<file path="config.mk">
export PLATFORM = sky130hd
export DESIGN_NAME = alu_ctrl_seq
export DESIGN_NICKNAME = d
export VERILOG_FILES = /design/src/rtl/alu_ctrl_pkg.sv /design/src/rtl/alu_ctrl_dec.sv /design/src/rtl/alu_ctrl_seq.sv
export SDC_FILE = /design/constraint.sdc
export NUM_CORES = 1
export LEC_CHECK = 0
export ABC_AREA = 1
export CORE_AREA = 2 2 57 59
export DETAILED_ROUTE_END_ITERATION = 8
export DIE_AREA = 0 0 59 61
export GPL_TIMING_DRIVEN = 0
export PLACE_DENSITY = 0.61
export SYNTH_ARGS = -nofsm -noshare
export SYNTH_HDL_FRONTEND = slang
export SYNTH_SLANG_ARGS = --single-unit
</file>
<file path="constraint.sdc">
create_clock -name clk_i -period 2.55 [get_ports clk_i]
set_input_delay 0.51 -clock clk_i [delete_from_list [all_inputs] [get_ports clk_i]]
set_output_delay 0.51 -clock clk_i [all_outputs]
set_load 0.005 [all_outputs]
</file>
<file path="src/rtl/alu_ctrl_pkg.sv">
// ============================================================================
// alu_ctrl_pkg : shared ALU-control encodings, decode record and FSM states
// Revision     : 1.0
// ============================================================================
`default_nettype none

package alu_ctrl_pkg;

   // ALUOp op classes
   localparam logic [2:0] ALUOP_ADD   = 3'b000;
   localparam logic [2:0] ALUOP_SUB   = 3'b001;
   localparam logic [2:0] ALUOP_RTYPE = 3'b010;
   localparam logic [2:0] ALUOP_LUI   = 3'b011;
   localparam logic [2:0] ALUOP_MDU   = 3'b100;

   // ALU operation codes
   localparam logic [3:0] ALU_ADD  = 4'b0010;
   localparam logic [3:0] ALU_SUB  = 4'b0110;
   localparam logic [3:0] ALU_AND  = 4'b0000;
   localparam logic [3:0] ALU_OR   = 4'b0001;
   localparam logic [3:0] ALU_NOR  = 4'b1100;
   localparam logic [3:0] ALU_SLT  = 4'b0111;
   localparam logic [3:0] ALU_SRAV = 4'b1001;
   localparam logic [3:0] ALU_SLL  = 4'b1000;

   // Functional-unit result select
   localparam logic [1:0] FUR_ALU   = 2'b00;
   localparam logic [1:0] FUR_SHIFT = 2'b01;
   localparam logic [1:0] FUR_ZERO  = 2'b10;
   localparam logic [1:0] FUR_MDU   = 2'b11;

   // MDU operations
   localparam logic [1:0] MDU_MUL  = 2'b00;
   localparam logic [1:0] MDU_MULU = 2'b01;
   localparam logic [1:0] MDU_DIV  = 2'b10;
   localparam logic [1:0] MDU_DIVU = 2'b11;

   typedef enum logic [1:0] {
      ST_IDLE = 2'd0,
      ST_BUSY = 2'd1,
      ST_DONE = 2'd2
   } state_t;

   typedef struct packed {
      logic [3:0] alu_op;
      logic [1:0] furslt;
      logic       illegal;
      logic       is_mdu;
      logic [1:0] mdu_op;
   } dec_t;

   function automatic logic mdu_is_div(input logic [1:0] op);
      return op[1];
   endfunction

endpackage

`default_nettype wire

</file>
<file path="src/rtl/alu_ctrl_dec.sv">
// ============================================================================
// alu_ctrl_dec : combinational funct/ALUOp decode into ALU op, result select
// Revision     : 1.0
// ============================================================================
`default_nettype none

module alu_ctrl_dec
   import alu_ctrl_pkg::*;
(
   input  logic [2:0] funct_i,
   input  logic [2:0] aluop_i,
   output dec_t       dec_o
);

   always_comb begin
      dec_o        = '0;
      dec_o.mdu_op = funct_i[1:0];
      case (aluop_i)
         ALUOP_ADD: dec_o.alu_op = ALU_ADD;
         ALUOP_SUB: dec_o.alu_op = ALU_SUB;
         ALUOP_RTYPE: begin
            case (funct_i)
               3'b000: dec_o.alu_op = ALU_ADD;
               3'b001: dec_o.alu_op = ALU_SUB;
               3'b010: dec_o.alu_op = ALU_AND;
               3'b011: dec_o.alu_op = ALU_OR;
               3'b100: dec_o.alu_op = ALU_NOR;
               3'b101: dec_o.alu_op = ALU_SLT;
               3'b110: dec_o.alu_op = ALU_SRAV;
               default: dec_o.alu_op = ALU_SLL;
            endcase
            // Shift ops route through the shifter rather than the ALU
            dec_o.furslt = (funct_i[2:1] == 2'b11) ? FUR_SHIFT : FUR_ALU;
         end
         ALUOP_LUI: begin
            dec_o.alu_op = ALU_SLL;
            dec_o.furslt = FUR_ZERO;
         end
         ALUOP_MDU: begin
            dec_o.alu_op = ALU_SLL;
            dec_o.furslt = FUR_MDU;
            dec_o.is_mdu = 1'b1;
         end
         default: begin
            dec_o.alu_op  = ALU_SLL;
            dec_o.illegal = 1'b1;
         end
      endcase
   end

endmodule

`default_nettype wire

</file>
<file path="src/rtl/alu_ctrl_seq.sv">
// ============================================================================
// alu_ctrl_seq : registered, handshaked ALU control with iterative MDU sequencing
// Revision     : 1.0
// ============================================================================
`default_nettype none

module alu_ctrl_seq
   import alu_ctrl_pkg::*;
#(
   parameter int FUNCT_W    = 6,
   parameter int MUL_CYCLES = 32,
   parameter int DIV_CYCLES = 34
) (
   input  logic               clk_i,
   input  logic               rst_i,
   input  logic               valid_i,
   output logic               ready_o,
   input  logic [FUNCT_W-1:0] funct_i,
   input  logic [2:0]         ALUOp_i,
   input  logic               flush_i,
   output logic               valid_o,
   input  logic               ready_i,
   output logic [3:0]         ALU_operation_o,
   output logic [1:0]         FURslt_o,
   output logic               illegal_o,
   output logic               mdu_start_o,
   output logic [1:0]         mdu_op_o,
   output logic               mdu_abort_o
);

   localparam int MAX_CYCLES = (MUL_CYCLES > DIV_CYCLES) ? MUL_CYCLES : DIV_CYCLES;
   localparam int CNT_W      = $clog2(MAX_CYCLES);
   localparam logic [CNT_W-1:0] MUL_LOAD = CNT_W'(MUL_CYCLES - 1);
   localparam logic [CNT_W-1:0] DIV_LOAD = CNT_W'(DIV_CYCLES - 1);

   state_t           state_q,     state_d;
   logic [CNT_W-1:0] count_q,     count_d;
   logic             valid_q,     valid_d;
   logic [3:0]       alu_op_q,    alu_op_d;
   logic [1:0]       furslt_q,    furslt_d;
   logic             illegal_q,   illegal_d;
   logic [1:0]       mdu_op_q,    mdu_op_d;
   logic             mdu_start_q, mdu_start_d;
   logic             mdu_abort_q, mdu_abort_d;

   dec_t dec;
   logic accept;
   logic unused_funct_hi;

   // Only the low funct bits carry meaning for this decoder
   assign unused_funct_hi = ^funct_i[FUNCT_W-1:3];

   alu_ctrl_dec u_dec (
      .funct_i (funct_i[2:0]),
      .aluop_i (ALUOp_i),
      .dec_o   (dec)
   );

   assign ready_o = (state_q == ST_IDLE) && (!valid_q || ready_i);
   assign accept  = valid_i && ready_o && !flush_i;

   always_comb begin
      state_d     = state_q;
      count_d     = count_q;
      valid_d     = valid_q;
      alu_op_d    = alu_op_q;
      furslt_d    = furslt_q;
      illegal_d   = illegal_q;
      mdu_op_d    = mdu_op_q;
      mdu_start_d = 1'b0;
      mdu_abort_d = 1'b0;

      if (flush_i) begin
         state_d     = ST_IDLE;
         count_d     = '0;
         valid_d     = 1'b0;
         mdu_abort_d = (state_q != ST_IDLE) || mdu_start_q;
      end else begin
         case (state_q)
            ST_IDLE: begin
               if (accept) begin
                  alu_op_d  = dec.alu_op;
                  furslt_d  = dec.furslt;
                  illegal_d = dec.illegal;
                  if (dec.is_mdu) begin
                     state_d     = ST_BUSY;
                     valid_d     = 1'b0;
                     mdu_start_d = 1'b1;
                     mdu_op_d    = dec.mdu_op;
                     count_d     = mdu_is_div(dec.mdu_op) ? DIV_LOAD : MUL_LOAD;
                  end else begin
                     valid_d = 1'b1;
                  end
               end else if (ready_i) begin
                  valid_d = 1'b0;
               end
            end
            ST_BUSY: begin
               valid_d = 1'b0;
               // Count reaches zero on the last busy cycle; result shows next cycle
               if (count_q == '0) begin
                  state_d = ST_DONE;
                  valid_d = 1'b1;
               end else begin
                  count_d = count_q - 1'b1;
               end
            end
            ST_DONE: begin
               if (ready_i) begin
                  state_d = ST_IDLE;
                  valid_d = 1'b0;
               end
            end
            default: begin
               state_d = ST_IDLE;
               count_d = '0;
               valid_d = 1'b0;
            end
         endcase
      end
   end

   always_ff @(posedge clk_i or posedge rst_i) begin
      if (rst_i) begin
         state_q     <= ST_IDLE;
         count_q     <= '0;
         valid_q     <= 1'b0;
         alu_op_q    <= '0;
         furslt_q    <= '0;
         illegal_q   <= 1'b0;
         mdu_op_q    <= '0;
         mdu_start_q <= 1'b0;
         mdu_abort_q <= 1'b0;
      end else begin
         state_q     <= state_d;
         count_q     <= count_d;
         valid_q     <= valid_d;
         alu_op_q    <= alu_op_d;
         furslt_q    <= furslt_d;
         illegal_q   <= illegal_d;
         mdu_op_q    <= mdu_op_d;
         mdu_start_q <= mdu_start_d;
         mdu_abort_q <= mdu_abort_d;
      end
   end

   assign valid_o         = valid_q;
   assign ALU_operation_o = alu_op_q;
   assign FURslt_o        = furslt_q;
   assign illegal_o       = illegal_q && valid_q;
   assign mdu_start_o     = mdu_start_q;
   assign mdu_op_o        = mdu_op_q;
   assign mdu_abort_o     = mdu_abort_q;

endmodule

`default_nettype wire

</file>
== Word-level counts from Yosys, hierarchy flattened ==
Cells that the tools add are included.

* Output and inout bits: 13
* Bits in registers: 20

* Bitwise gates (word level): 1
* Equal/unequal tests: 19
* Reduce and logical (&&, ||, !) cells: 18
* Mux-type cells: 29
* Add/subtract/negate cells: 1

{| class="wikitable"
|+ Operator list
! kind !! count
|-
| $mux 6 || 5
|-
| $pmux 4 s7 || 1
|-
| $pmux 6 s3 || 1
|-
| $ne 3x3->1 const B || 5
|-
| $mux 1 || 13
|-
| $eq 3x2->1 const B || 4
|-
| $eq 3x3->1 const B || 4
|-
| $pmux 2 s3 || 2
|-
| $pmux 4 s3 || 1
|-
| $reduce_and 4->1 || 3
|-
| $mux 2 || 5
|-
| $eq 3x1->1 const B || 2
|-
| $logic_not 3->1 || 2
|-
| $logic_not 6->1 || 1
|-
| $sub 6x1->6 const B || 1
|-
| $reduce_or 5->1 || 1
|-
| $eq 2x2->1 const B || 2
|-
| $logic_and 1x1->1 || 4
|-
| $pmux 1 s3 || 1
|-
| $reduce_and 3->1 || 1
|-
| $eq 2x1->1 const B || 1
|-
| $logic_not 1->1 || 2
|-
| $logic_not 2->1 || 1
|-
| $logic_or 1x1->1 || 2
|-
| other kinds (3) || 3
|}

== Depth between registers and ports, before layout ==
Gate-level depths: netlist (run 1).

* Word-level depth: 8
* Gate-level depth with buffers: 10
* Mapped depth without buffers: 10

== Modules after synthesis ==
A second synthesis (run 1) with hierarchy kept.

* Cells, all modules: 172
* Area, all modules: 1184.9 um^2

{| class="wikitable"
|+ Modules (own cells, without submodules)
! module !! instances !! seq. area each (um^2) !! cells each !! area an instance (um^2)
|-
| alu_ctrl_seq || 1 || 500.5 || 135 || 1026.0
|-
| alu_ctrl_dec || 1 || 0.0 || 37 || 158.9
|}

== Worst setup path after synthesis (run 1) ==
Ideal clock, no wire load.

* Path kind: input port to flip-flop
* Start point: in ALUOp_i[1]
* End point: reg count_q[2]
* Setup slack: 1.204 ns
* Path buffers: 0
* Arrival: 1.229 ns
* Cell stages on the path: 8
* Cell sequence: nor2_1 -> nand2_1 -> nor2_2 -> nor2_2 -> nor2_8 -> inv_4 -> nand2_1 -> nand2_1

* Cells in the longest elaborated chain, start to end: 4

{| class="wikitable"
|+ Ends and longest elaborated chain
! what !! RTL line !! text
|-
| start: declaration || alu_ctrl_seq.sv:19 || <nowiki>input logic [2:0] ALUOp_i,</nowiki>
|-
| $eq 3x3->1 || alu_ctrl_dec.sv:18 || <nowiki>case (aluop_i)</nowiki>
|-
| $mux 1 || alu_ctrl_dec.sv:18 ||
|-
| $ne 3x3->1 (no line) || -- ||
|-
| $reduce_and 4->1 (no line) || -- ||
|-
| end signal: assignment || alu_ctrl_seq.sv:136 || <nowiki>count_q <= count_d;</nowiki>
|-
| end: declaration || alu_ctrl_seq.sv:37 || <nowiki>logic [CNT_W-1:0] count_q, count_d;</nowiki>
|}

No other way between the ends.
A chain may end at the register's enable or synchronous reset.

== Worst setup path in the final report (run 1) ==
* Start point: in ready_i
* End point: out ready_o

* Cells in the longest elaborated chain, start to end: 2

{| class="wikitable"
|+ Ends and longest elaborated chain
! what !! RTL line !! text
|-
| start: declaration || alu_ctrl_seq.sv:22 || <nowiki>input logic ready_i,</nowiki>
|-
| $logic_or 1x1->1 || alu_ctrl_seq.sv:59 || <nowiki>assign ready_o = (state_q == ST_IDLE) && (!valid_q || ready_i);</nowiki>
|-
| $logic_and 1x1->1 || alu_ctrl_seq.sv:59 ||
|-
| end: declaration || alu_ctrl_seq.sv:17 || <nowiki>output logic ready_o,</nowiki>
|}

No other way between the ends.

==> flow_metrics.py, run 1 <==
metrics = {
    "cts": {
        "htree_levels": 1,
        "clock-sinks": 20,
        "cts-root-buf": "clkbuf_4",
        "clk_latency_ns": 0.31,
        "ctsHoldBuffers": 0,
        "cts_buffers": 3,
        "cts_buffer_depth": 2,
        "cts.repair.resized": 0,
        "path_clk_slew_ns": 0.11,
        "cts_setup_buffers": 0,
        "cts_tree": "built",
    },
    "setup_path": {
        "slowest_delay_ns": 0.50,
        "slowest_stage": "clkdlybuf4s50_1",
        "path_class": "in -> out",
        "worstPathCellList": "clkdlybuf4s50_1 -> inv_1 -> nand2_1 -> inv_1 -> nor2_1 -> clkdlybuf4s50_1",
        "r2r_cells": 10,
        "r2r-end": "count_q[5]$_DFFE_PP0P_",
        "critical_path.top_delay_family": "buffers and inverters",
        "r2r_slack_ns": 1.05,
        "start_kind": "input pin",
        "r2r_start": "count_q[0]$_DFFE_PP0P_",
        "critical_path_required_ns": 2.04,
        "worst-path-buf-inv": 4,
        "path_max_fanout": 2,
        "worstSetupEndpointType": "primary output",
        "critPathArrivalTime_ns": 1.81,
    },
    "placed_design": {
        "routabilityCongestion": 0.7997,
        "dp_hpwl_um": 1889,
        "portBuffers": 22,
    },
    "yosys": {
        "avgSynthCellArea_um2": 7.640,
        "synthXorXnorAreaFrac_pct": 1.518,
        "synthMuxAreaShare_pct": 0,
        "synth_area_leaders": "dfrtp_1, nand2_1, inv_1, nor2_1, o21ai_0",
        "netlist_area_um2": 1154,
        "yosys-top-cells-count": "nand2_1, dfrtp_1, inv_1",
        "synth_edf_count": 0,
        "synth_flop_cell": "dfrtp_1",
        "synth_adder_area_share_pct": 2.169,
        "synth_top_family_by_area": "simple AND/OR/NAND/NOR gates",
        "ys_ff_latch": 20,
        "seq_area_frac_synth_pct": 43.38,
        "synth_most_common_cell": "nand2_1",
        "async_flop_share_pct": 100.0,
        "ys_warn_count": 0,
        "synth_cell_type_count": 26,
        "synth_top_area_share_pct": 43.38,
        "syn_nets": 167,
        "synth_top_cell_by_area": "dfrtp_1",
        "syn_inst": 151,
        "synth_compound_area_share_pct": 11.82,
        "synth_simple_gate_area_share_pct": 33.08,
    },
    "hold_path": {
        "hold_depth": 1,
        "min_path_type": "reg -> reg",
        "min_to": "FURslt_o[0]$_DFFE_PP0P_",
        "min_from": "FURslt_o[0]$_DFFE_PP0P_",
    },
    "route": {
        "ant_nets": 0,
        "drc": 0,
        "via_count": 1052,
        "wire_per_inst_um": 12.07,
        "first_iter_violations": 51,
        "firstDrtPassIters": 5,
        "wirelength_um": 2535,
        "via_per_inst": 5.010,
    },
    "finish": {
        "multi_input_area_um2": 560.5,
        "layout.area.seq_um2": 500.5,
        "fillers": 306,
        "drive_above_1_share_pct": 11.30,
        "antenna_cells": 0,
        "num-nets-final": 194,
        "syn_to_final_growth_pct": 25.81,
    },
    "sta": {
        "finalSetupViolations": 0,
        "rsz0062_at_grt": "false",
        "period_minus_slack_ns": 2.318,
        "relSlewSlack_pct": 48.00,
        "fin_crit_sh_pct": 90.89,
        "drv_slew": 0,
        "final.setup.tns_ns": 0,
        "hold_viol": 0,
        "worst_slew_pin_slew_ns": 0.7792,
        "fmax_mhz": 431.4,
        "fin_worst_skew_ns": 0.01021,
    },
    "floorplanning": {
        "placementRows": 20,
        "io_pins": 27,
        "dieArea_um2": 3599,
        "fp.dieH_um": 61,
        "coreArea_um2": 2953,
        "start_util_pct": 39.07,
        "die_w_um": 59,
    },
    "global_route": {
        "grt_antenna_before_repair": 0,
        "gr-total-overflow": 0,
        "grt_max_degree": 21,
        "grt_usage_pct": 16.23,
        "grt_pass1_vias": 1026,
        "grt_pass1_wl_um": 4388,
    },
    "job": {
        "drv_cap": 0,
    },
    "power": {
        "power.density_nw_per_um2": 542.9,
        "p_leak_nw": 0.7228,
        "power_uw": 787.9,
        "peakVddDrop_uv": 324.1,
    },
    "run_status": {
        "outcome": "finished clean",
    },
}
## registers in the layout, summed over array words and instances, names as in the netlist
signal           count
FURslt_o             2
mdu_op_o             2
mdu_start_o          1
valid_o              1
state_q              2
illegal_q            1
mdu_abort_o          1
ALU_operation_o      4
count_q              6
## cells by family after synthesis
logic type | count (synthesis)
buffers and inverters | 24
DFF | 20
adders and majority gates | 2
AOI/OAI and AO/OA | 24
and+or+nand+nor | 79
xor gates and xnor gates | 2
## cell type report
type,count,area share (%)
Buffer,1,0.2586
Timing Repair Buffer,22,15.17
Sequential cell,20,34.48
Multi-Input combinational cell,107,38.62
Tap cell,33,2.845
Clock buffer,4,2.500
Inverter,23,6.121
## metrics by stage
step	cells	cell area (um2)	setup slack, ns	hold slack (ns)	util [%]
floorplan	151	1154	1.204	0.4693	-
global placement	206	1415	0.2200	0.4617	47.92
detailed placement	206	1415	0.2272	0.4643	47.92
CTS	210	1451	0.2212	0.4971	49.15
global route	210	1451	0.1788	0.5309	49.15
finish	210	1451	0.2322	0.4933	49.15
## layer usage
layer	vias up	part of all wire, %	track usage, %
li1	530	-	-
met2	28	50	28.89
met3	2	5.1	5.330
met4	0	0.59	3.571
met5	-	0	0
met1	492	45	19.10
## report_power, final
part	switching, mW	internal [mW]	leakage (nW)
combinational	0.111	0.104	0.443
sequential	0.0249	0.354	0.258
clock	0.106	0.0873	0.0210
total	0.243	0.545	0.723
## layout by cell type (no fill, tap or decap), drive strengths merged
cell,instances
xor2,1
clkbuf,5
xnor2,1
nor3,2
ha,2
o211ai,3
nand2,41
nor2,24
a22oi,1
o31ai,1
clkdlybuf4s50,22
a21o,1
a21oi,7
nand3,11
nand4,1
dfrtp,20
inv,23
o21ai,10
a31oi,1
## worst max-delay path by stage
stage                                   endpoint  cells past startpoint       start
after floorplan           count_q[2]$_DFFE_PP0P_                      8  ALUOp_i[1]
after global placement                   ready_o                      6     ready_i
after detailed placement                 ready_o                      6     ready_i
after CTS                                ready_o                      6     ready_i
after global routing                     ready_o                      6     ready_i
final                                    ready_o                      6     ready_i
Note: power is estimated with default switching activity, not from simulation.
==> inputs of run 2 (changes only) <==
--- a/config.mk
+++ b/config.mk
@@ -5,10 +5,10 @@
 export SDC_FILE = /design/constraint.sdc
 export NUM_CORES = 1
 export LEC_CHECK = 0
-export ABC_AREA = 1
-export CORE_AREA = 2 2 57 59
+export ABC_AREA = 0
+export CORE_AREA = 2 2 56 58
 export DETAILED_ROUTE_END_ITERATION = 8
-export DIE_AREA = 0 0 59 61
+export DIE_AREA = 0 0 58 60
 export GPL_TIMING_DRIVEN = 0
 export PLACE_DENSITY = 0.61
 export SYNTH_ARGS = -nofsm -noshare
==> run 2 against run 1 <==
Design area decreased by 5.9%. Critical path depth decreased by 2. Largest cell class unchanged. Utilization decreased by 2.1 points. Global-route usage decreased by 0.75 points. Critical path type unchanged. Count of clock-buffer cells in the layout decreased by 1. Sequential power decreased by 3%.
==> flow_metrics.py, run 2 <==
metrics = {
    "setup_path": {
        "path_class": "in -> out",
        "critPathArrivalTime_ns": 1.81,
        "critical_path_required_ns": 2.04,
        "start_kind": "input pin",
        "worstSetupEndpointType": "primary output",
        "path_max_fanout": 5,
    },
    "sta": {
        "setup_ws_ns": 0.2335,
        "fmax_mhz": 431.7,
        "relSlewSlack_pct": 47.63,
        "final.setup.tns_ns": 0,
        "period_minus_slack_ns": 2.316,
        "worst_slew_pin_slew_ns": 0.7848,
        "fin_worst_skew_ns": 0.01136,
        "hold_ws_ns": 0.4885,
        "fin_crit_sh_pct": 90.84,
        "finalSetupViolations": 0,
        "hold_viol": 0,
        "drv_slew": 0,
        "rsz0062_at_grt": "false",
    },
    "yosys": {
        "netlist_area_um2": 1102,
        "synth_top_area_share_pct": 45.40,
        "async_flop_share_pct": 100.0,
        "syn_inst": 120,
        "yosys-top-cells-count": "dfrtp_1, nand2_1, o21ai_0",
        "synth_flop_cell": "dfrtp_1",
        "avgSynthCellArea_um2": 9.186,
        "synth_cell_type_count": 36,
        "ys_warn_count": 0,
        "synth_edf_count": 0,
        "synth_area_leaders": "dfrtp_1, o21ai_0, nand2_1, nor2_1, a31oi_1",
        "syn_nets": 136,
        "synth_most_common_cell": "dfrtp_1",
        "ys_ff_latch": 20,
        "synth_top_cell_by_area": "dfrtp_1",
        "seq_area_frac_synth_pct": 45.40,
    },
    "floorplanning": {
        "start_util_pct": 37.97,
        "die_w_um": 58,
        "coreArea_um2": 2903,
        "placementRows": 20,
        "fp.dieH_um": 60,
        "io_pins": 27,
        "dieArea_um2": 3480,
    },
    "finish": {
        "fillers": 307,
        "antenna_cells": 0,
        "largest_reg_flops": 6,
        "final_cell_mix": "dfrtp_1, clkdlybuf4s50_1, nand2_1, o21ai_0, nor2_1",
        "drive_above_1_share_pct": 5.594,
        "syn_to_final_growth_pct": 23.95,
        "regMostFlops": "count_q",
        "design_area_um2": 1366,
        "num-nets-final": 161,
    },
    "placed_design": {
        "detailed_place.area_um2": 1344,
        "pre_cts_slack_ns": -0.04285,
        "routabilityCongestion": 0.7180,
        "portBuffers": 20,
        "dp_hpwl_um": 1848,
    },
    "global_route": {
        "grt_max_degree": 21,
        "grt_pass1_wl_um": 4119,
        "grt_usage_pct": 15.48,
        "gr-total-overflow": 0,
        "grt_pass1_vias": 938,
        "grt_antenna_before_repair": 0,
    },
    "power": {
        "peakVddDrop_uv": 263.6,
        "p_leak_nw": 0.5888,
        "power.density_nw_per_um2": 503.8,
    },
    "route": {
        "ant_nets": 0,
        "wirelength_um": 2441,
        "drc": 0,
        "via_per_inst": 5.517,
        "firstDrtPassIters": 4,
        "via_count": 971,
        "first_iter_violations": 27,
        "wire_per_inst_um": 13.87,
    },
    "cts": {
        "cts_buffer_depth": 2,
        "cts_tree": "built",
        "clk_latency_ns": 0.30,
        "cts_setup_buffers": 0,
        "htree_levels": 1,
        "clock-sinks": 20,
        "ctsHoldBuffers": 0,
        "path_clk_slew_ns": 0.10,
        "cts_buffers": 3,
        "cts-root-buf": "clkbuf_4",
        "cts.repair.resized": 0,
    },
    "run_status": {
        "outcome": "finished clean",
    },
    "hold_path": {
        "min_path_type": "reg -> reg",
    },
    "job": {
        "drv_cap": 0,
    },
}
==> run 2: layout make-up <==
class                      count  area (um2)  area share (%)
buffer                         7       27.53           2.015
clock buffer                   3       22.52           1.648
inverter                       5       18.77           1.374
multi-input combinational     88       555.5           40.66
sequential                    20       500.5           36.63
tap                           33       41.29           3.022
timing repair buffer          20       200.2           14.65
==> run 2: through the flow <==
stage / total power, mW / std cells / util [%]
3_5_place_dp: 0.5494 / 173 / 46.29
5_1_grt: 0.7299 / 176 / 47.07
2_1_floorplan: 0.4612 / 120 / -
3_3_place_gp: 0.5456 / 173 / 46.29
4_1_cts: 0.6967 / 176 / 47.07
6_report: 0.6883 / 176 / 47.07
==> run 2: path summary, 6_finish.rpt <==
kind | start | end | slack, ns | depth (start not counted)
max | ready_i | ready_o | 0.23 | 4
max in group asynchronous | rst_i | count_q[4]$_DFFE_PP0P_ | 1.41 | 2
min reg2reg | illegal_q$_DFFE_PP0P_ | illegal_q$_DFFE_PP0P_ | 0.49 | 2
max reg2reg | state_q[0]$_DFFE_PP0P_ | valid_o$_DFF_PP0_ | 0.57 | 5
min | illegal_q$_DFFE_PP0P_ | illegal_q$_DFFE_PP0P_ | 0.49 | 2
min in group asynchronous | rst_i | count_q[2]$_DFFE_PP0P_ | 0.64 | 2
==> run 2: where the power goes <==
part / total [mW] / switching [mW] / internal, mW
Sequential: 0.368 / 0.0199 / 0.348
Clock: 0.147 / 0.0924 / 0.0551
Combinational: 0.173 / 0.0787 / 0.0941
==> run 2: per-layer routing <==
metal | vias to the layer above | GRT usage [%] | routed length, um
met2 | 19 | 27.60 | 1211
li1 | 478 | - | -
met4 | 0 | 5.980 | 37
met1 | 469 | 19.03 | 1099
met3 | 5 | 1.948 | 92
met5 | - | 0 | 0
==> run 2: kinds of logic (layout without fill, tap and decap cells) <==
logic type               Yosys count  count (layout)  share of synthesized area, %
AO/OA/AOI/OAI                     36              36                         21.11
XOR/XNOR                           2               2                         1.589
adder cells (fa/ha/maj)            2               2                         2.270
buffers and inverters             12              35                         4.199
flip-flops                        20              20                         45.40
multiplexers                       5               5                         4.767
AND/OR/NAND/NOR                   43              43                         20.66
==> run 2: critical path, cell delays in order <==
cell,delay (ns)
clkdlybuf4s50_1,0.43
nor2b_1,0.32
nor3_1,0.08
clkdlybuf4s50_1,0.46
==> inputs of run 3 (changes only) <==
--- a/config.mk
+++ b/config.mk
@@ -6,11 +6,11 @@
 export NUM_CORES = 1
 export LEC_CHECK = 0
 export ABC_AREA = 0
-export CORE_AREA = 2 2 56 58
+export CORE_AREA = 2 2 78 43
 export DETAILED_ROUTE_END_ITERATION = 8
-export DIE_AREA = 0 0 58 60
+export DIE_AREA = 0 0 80 45
 export GPL_TIMING_DRIVEN = 0
-export PLACE_DENSITY = 0.61
+export PLACE_DENSITY = 0.6
 export SYNTH_ARGS = -nofsm -noshare
 export SYNTH_HDL_FRONTEND = slang
 export SYNTH_SLANG_ARGS = --single-unit
==> run 3 against run 2 <==
Clock power increased by 39%. Combinational power is essentially flat. First-iteration DRC count rose to 3.1 times the previous value. Via count shrank 0.41%. Maximum frequency is 2.1% lower. Sequential power hardly changed. Sequential share of layout area down 0.72 points. Cell count is 4.0% higher. Hold slack got worse by 0.010 ns. Clock skew is 0.0090 ns lower.
==> flow_metrics.py, run 3 (synthesized netlist as in run 2, its figures left out) <==
metrics = {
    "sta": {
        "final.setup.tns_ns": 0,
        "period_minus_slack_ns": 2.366,
        "finalSetupViolations": 0,
        "fin_worst_skew_ns": 0.002383,
        "hold_ws_ns": 0.4785,
        "relSlewSlack_pct": 48.82,
        "worst_slew_pin_slew_ns": 0.7668,
        "rsz0062_at_grt": "false",
        "fin_crit_sh_pct": 92.77,
        "fmax_mhz": 422.7,
        "hold_viol": 0,
        "drv_slew": 0,
        "setup_ws_ns": 0.1845,
    },
    "route": {
        "wirelength_um": 2576,
        "ant_nets": 0,
        "drc": 0,
        "firstDrtPassIters": 4,
        "via_count": 967,
        "via_per_inst": 5.284,
        "first_iter_violations": 83,
        "wire_per_inst_um": 14.08,
    },
    "cts": {
        "path_clk_slew_ns": 0.07,
        "cts-root-buf": "clkbuf_8",
        "ctsHoldBuffers": 0,
        "clk_latency_ns": 0.25,
        "clock-sinks": 20,
        "cts_tree": "built",
        "cts_buffer_depth": 2,
        "htree_levels": 1,
        "cts.repair.resized": 0,
        "cts_setup_buffers": 0,
        "cts_buffers": 3,
    },
    "floorplanning": {
        "start_util_pct": 38.37,
        "placementRows": 14,
        "die_w_um": 80,
        "fp.dieH_um": 45,
        "dieArea_um2": 3600,
        "coreArea_um2": 2873,
        "io_pins": 27,
    },
    "setup_path": {
        "critical_path_required_ns": 2.71,
        "path_max_fanout": 8,
        "start_kind": "input pin",
        "critPathArrivalTime_ns": 2.52,
        "worstSetupEndpointType": "flop",
        "path_class": "in -> reg",
        "r2r_slack_ns": 0.52,
    },
    "global_route": {
        "grt_antenna_before_repair": 0,
        "grt_max_degree": 21,
        "gr-total-overflow": 0,
        "grt_pass1_wl_um": 4291,
        "grt_pass1_vias": 911,
        "grt_usage_pct": 16.05,
    },
    "placed_design": {
        "pre_cts_slack_ns": -0.02530,
        "routabilityCongestion": 0.8439,
        "detailed_place.area_um2": 1353,
        "portBuffers": 20,
        "dp_hpwl_um": 1958,
        "placed_cells": 180,
    },
    "finish": {
        "regMostFlops": "count_q",
        "num-nets-final": 161,
        "largest_reg_flops": 6,
        "fin_cells": 183,
        "final_cell_mix": "dfrtp_1, clkdlybuf4s50_1, nand2_1, o21ai_0, nor2_1",
        "syn_to_final_growth_pct": 26.45,
        "post-route-util_pct": 48.52,
        "drive_above_1_share_pct": 5.594,
        "antenna_cells": 0,
        "design_area_um2": 1394,
    },
    "power": {
        "p_leak_nw": 0.5965,
        "pwr-share-comb_pct": 23.5,
        "seq_power_share_pct": 49.1,
        "switchingPower_uw": 199.4,
        "peakVddDrop_uv": 309.2,
        "sw_frac_of_total_pct": 26.69,
        "clkPwrFrac_pct": 27.3,
        "p_int_uw": 547.7,
        "power.density_nw_per_um2": 536.1,
        "power_uw": 747.2,
    },
    "hold_path": {
        "min_path_type": "reg -> reg",
    },
    "job": {
        "drv_cap": 0,
    },
    "run_status": {
        "outcome": "finished clean",
    },
}
run 3: layout make-up:
cell class	count	area (um2)
plain buffers	7	27.53
clock buffers	3	41.29
fillers	284	1479
inverters	5	18.77
multi-input cells	88	555.5
flip-flops and latches	20	500.5
well taps	40	50.05
repair buffers	20	200.2
run 3: critical path, cell delays in order:
cell and delay (ns):
clkdlybuf4s50_1 0.61, or3b_2 0.52, nor3_2 0.31, o211ai_1 0.24
o32ai_1 0.32
run 3: path summary, 6_finish.rpt:
check	startpoint	endpoint	cells past startpoint
min	ALU_operation_o[3]$_DFFE_PP0P_	ALU_operation_o[3]$_DFFE_PP0P_	2
min reg2reg	ALU_operation_o[3]$_DFFE_PP0P_	ALU_operation_o[3]$_DFFE_PP0P_	2
max	ALUOp_i[2]	count_q[5]$_DFFE_PP0P_	5
min in group asynchronous	rst_i	illegal_q$_DFFE_PP0P_	2
max in group asynchronous	rst_i	FURslt_o[0]$_DFFE_PP0P_	2
max reg2reg	state_q[0]$_DFFE_PP0P_	mdu_op_o[0]$_DFFE_PP0P_	5
run 3: power groups by stage:
stage,logic [mW],registers [mW],clock network [mW]
2_1_floorplan,0.0883,0.373,0
3_3_place_gp,0.174,0.372,0
3_5_place_dp,0.176,0.374,0
4_1_cts,0.177,0.368,0.213
5_1_grt,0.196,0.372,0.227
6_report,0.176,0.367,0.204
run 3: layer usage:
layer	track usage, %	wire length, um	vias up	part of all wire, %
met4	5.085	31	0	1.2
met2	23.00	1057	32	41
li1	-	-	475	-
met1	23.42	1321	456	51
met5	0	0	-	0
met3	4.800	164	4	6.4
==> RTL change, RTL diff (settings of run 1) <==
Set the parameter `DIV_CYCLES` to 68 (it was 34).
--- a/src/rtl/alu_ctrl_seq.sv
+++ b/src/rtl/alu_ctrl_seq.sv
@@ -9,7 +9,7 @@
 #(
    parameter int FUNCT_W    = 6,
    parameter int MUL_CYCLES = 32,
-   parameter int DIV_CYCLES = 34
+   parameter int DIV_CYCLES = 68
 ) (
    input  logic               clk_i,
    input  logic               rst_i,
Behaviour: no difference found for any inputs over 10 cycles, from zero or initial values and one cycle with rst_i high; that may be too few to reach the edited logic, so the function may still have changed.
==> RTL change against run 1 <==
- combinational power is 3% lower
- synthesized area up 6.1%
- cell area rose by 4.9%
- critical path type unchanged
- largest power group unchanged
- power shrank 3.1%
- non-clock buffer count is 1 higher
- highest routed layer unchanged
- clock skew is 0.0023 ns lower
- critical endpoint unchanged
- first-iteration DRC count down 41%
- sequential power increased by 3%
- sequential cell count up 1
- routed wire length is 10% higher
- worst setup slack lost 0.019 ns
- final cell count increased by 9.5%
- count of clock-buffer cells in the layout fell by 1
==> RTL change: results (changes against run 1) <==
<table>
<tr><th>Metric</th><th>Value</th></tr>
<tr><th colspan="2">Timing</th></tr>
<tr><td>Max-Slew Margin vs Limit</td><td>0.463 (-0.0169)</td></tr>
<tr><td>Worst clock skew</td><td>0.00795 ns (-0.00225 ns)</td></tr>
<tr><th colspan="2">Placement</th></tr>
<tr><td>Placed cell count</td><td>226 (+9.7%)</td></tr>
<tr><td>Final estimated routing congestion in global placement</td><td>0.802 (+0.29%)</td></tr>
<tr><td>Placement-stage cell area</td><td>1500 sq um (+5.7%)</td></tr>
<tr><td>Quantity of I/O buffers inserted on ports</td><td>23 (+4.5%)</td></tr>
<tr><th colspan="2">Power</th></tr>
<tr><td>Largest vdd supply drop</td><td>0.261 mV (-19%)</td></tr>
<tr><td>Clock network power share</td><td>0.213 (-0.033)</td></tr>
<tr><td>Sequential fraction of design power</td><td>0.514 (+0.033)</td></tr>
<tr><td>Switching share of total power</td><td>0.312 (+0.00455)</td></tr>
<tr><th colspan="2">Drt</th></tr>
<tr><td>Routed wl met3</td><td>86 microns (-33%)</td></tr>
<tr><td>Drt wl/cell</td><td>12.1 microns (+0.42%)</td></tr>
<tr><td>Iteration-0 DRC Markers</td><td>30 (-41%)</td></tr>
<tr><td>Overall routed net length</td><td>2.79 mm (+10%)</td></tr>
<tr><th colspan="2">GRT</th></tr>
<tr><td>Wire length of the first global-routing pass</td><td>4.69 mm (+6.9%)</td></tr>
<tr><td>Total routing usage reported by global routing</td><td>0.173 (+0.0107)</td></tr>
<tr><td>Maximum number of pins on one net before global-route repair</td><td>22 (+4.8%)</td></tr>
<tr><td>Global routing met1 resource utilization</td><td>0.225 (+0.0344)</td></tr>
<tr><td>Met2 Use GR</td><td>0.295 (+0.00635)</td></tr>
<tr><td>Number of global-route vias before repair</td><td>1098 (+7.0%)</td></tr>
<tr><td>Met3 routing resource usage after global routing</td><td>0.0256 (-0.0277)</td></tr>
<tr><th colspan="2">Logic synthesis</th></tr>
<tr><td>Mean area per synthesized cell</td><td>7.20 sq um (-5.8%)</td></tr>
<tr><td>Top post-synthesis cells by count</td><td>51 x sky130_fd_sc_hd__nand2_1, 21 x sky130_fd_sc_hd__dfrtp_1, 19 x sky130_fd_sc_hd__inv_1, 19 x sky130_fd_sc_hd__nor2_1, 16 x sky130_fd_sc_hd__nand3_1</td></tr>
<tr><td>Post-synthesis sequential area ratio</td><td>0.429 (-0.00439)</td></tr>
<tr><td>Number of unique standard cell types used by synthesis</td><td>22 (-15%)</td></tr>
<tr><td>Leading post-synthesis cells by cell area</td><td>sky130_fd_sc_hd__dfrtp_1 43%, sky130_fd_sc_hd__nand2_1 16%, sky130_fd_sc_hd__nand3_1 6.5%</td></tr>
<tr><th colspan="2">Final layout</th></tr>
<tr><td>Max FFs per register</td><td>7 (+1)</td></tr>
<tr><td>Share of cells above drive strength 1</td><td>0.0964 (-0.0165)</td></tr>
<tr><th colspan="2">Outcome</th></tr>
<tr><td>Outcome</td><td>completed</td></tr>
</table>
[RTL change: stage by stage]
stage	worst slack [ns]	hold slack (ns)	total power, mW
2_1_floorplan	1.26	0.449	0.510
3_3_place_gp	0.233	0.467	0.604
3_5_place_dp	0.220	0.464	0.608
4_1_cts	0.210	0.494	0.772
5_1_grt	0.110	0.521	0.813
6_report	0.214	0.493	0.763
[RTL change: path summary, 6_finish.rpt]
| path | from | to | slack (ns) | cells past startpoint |
|---|---|---|---|---|
| max in group asynchronous | rst_i | count_q[6] | 1.41 | 2 |
| worst min-delay path | ALU_operation_o[1] | ALU_operation_o[1] | 0.49 | 2 |
| worst min register to register | ALU_operation_o[1] | ALU_operation_o[1] | 0.49 | 2 |
| min in group asynchronous | rst_i | count_q[2] | 0.64 | 2 |
| worst max-delay path | ready_i | ready_o | 0.21 | 6 |
| worst max register to register | state_q[1] | count_q[0] | 1.07 | 8 |
[RTL change: area by class of cell]
class                      count  area, sq um  share of cell area
clock buffer                   3         22.5              0.0148
timing repair buffer          23          230               0.151
buffer                         1         5.00             0.00329
multi-input combinational    125          607               0.399
clock inverter                 1         5.00             0.00329
sequential                    21          526               0.345
tap                           33         41.3              0.0271
inverter                      23         86.3              0.0567
[RTL change: critical path: cells and delay by family]
family                 cells  cell delay, ns
and+or+nand+nor            2            0.22
buffers and inverters      4            1.10
[RTL change: cells by family (layout without fill, tap and decap cells)]
family	count (synthesis)	count (layout)	synth area share
AND/OR/NAND/NOR	100	100	0.366
buffers and inverters	24	51	0.0746
AO/OA/AOI/OAI	22	22	0.102
flip-flops	21	21	0.429
adder cells (fa/ha/maj)	2	2	0.0204
XOR/XNOR	1	1	0.00716
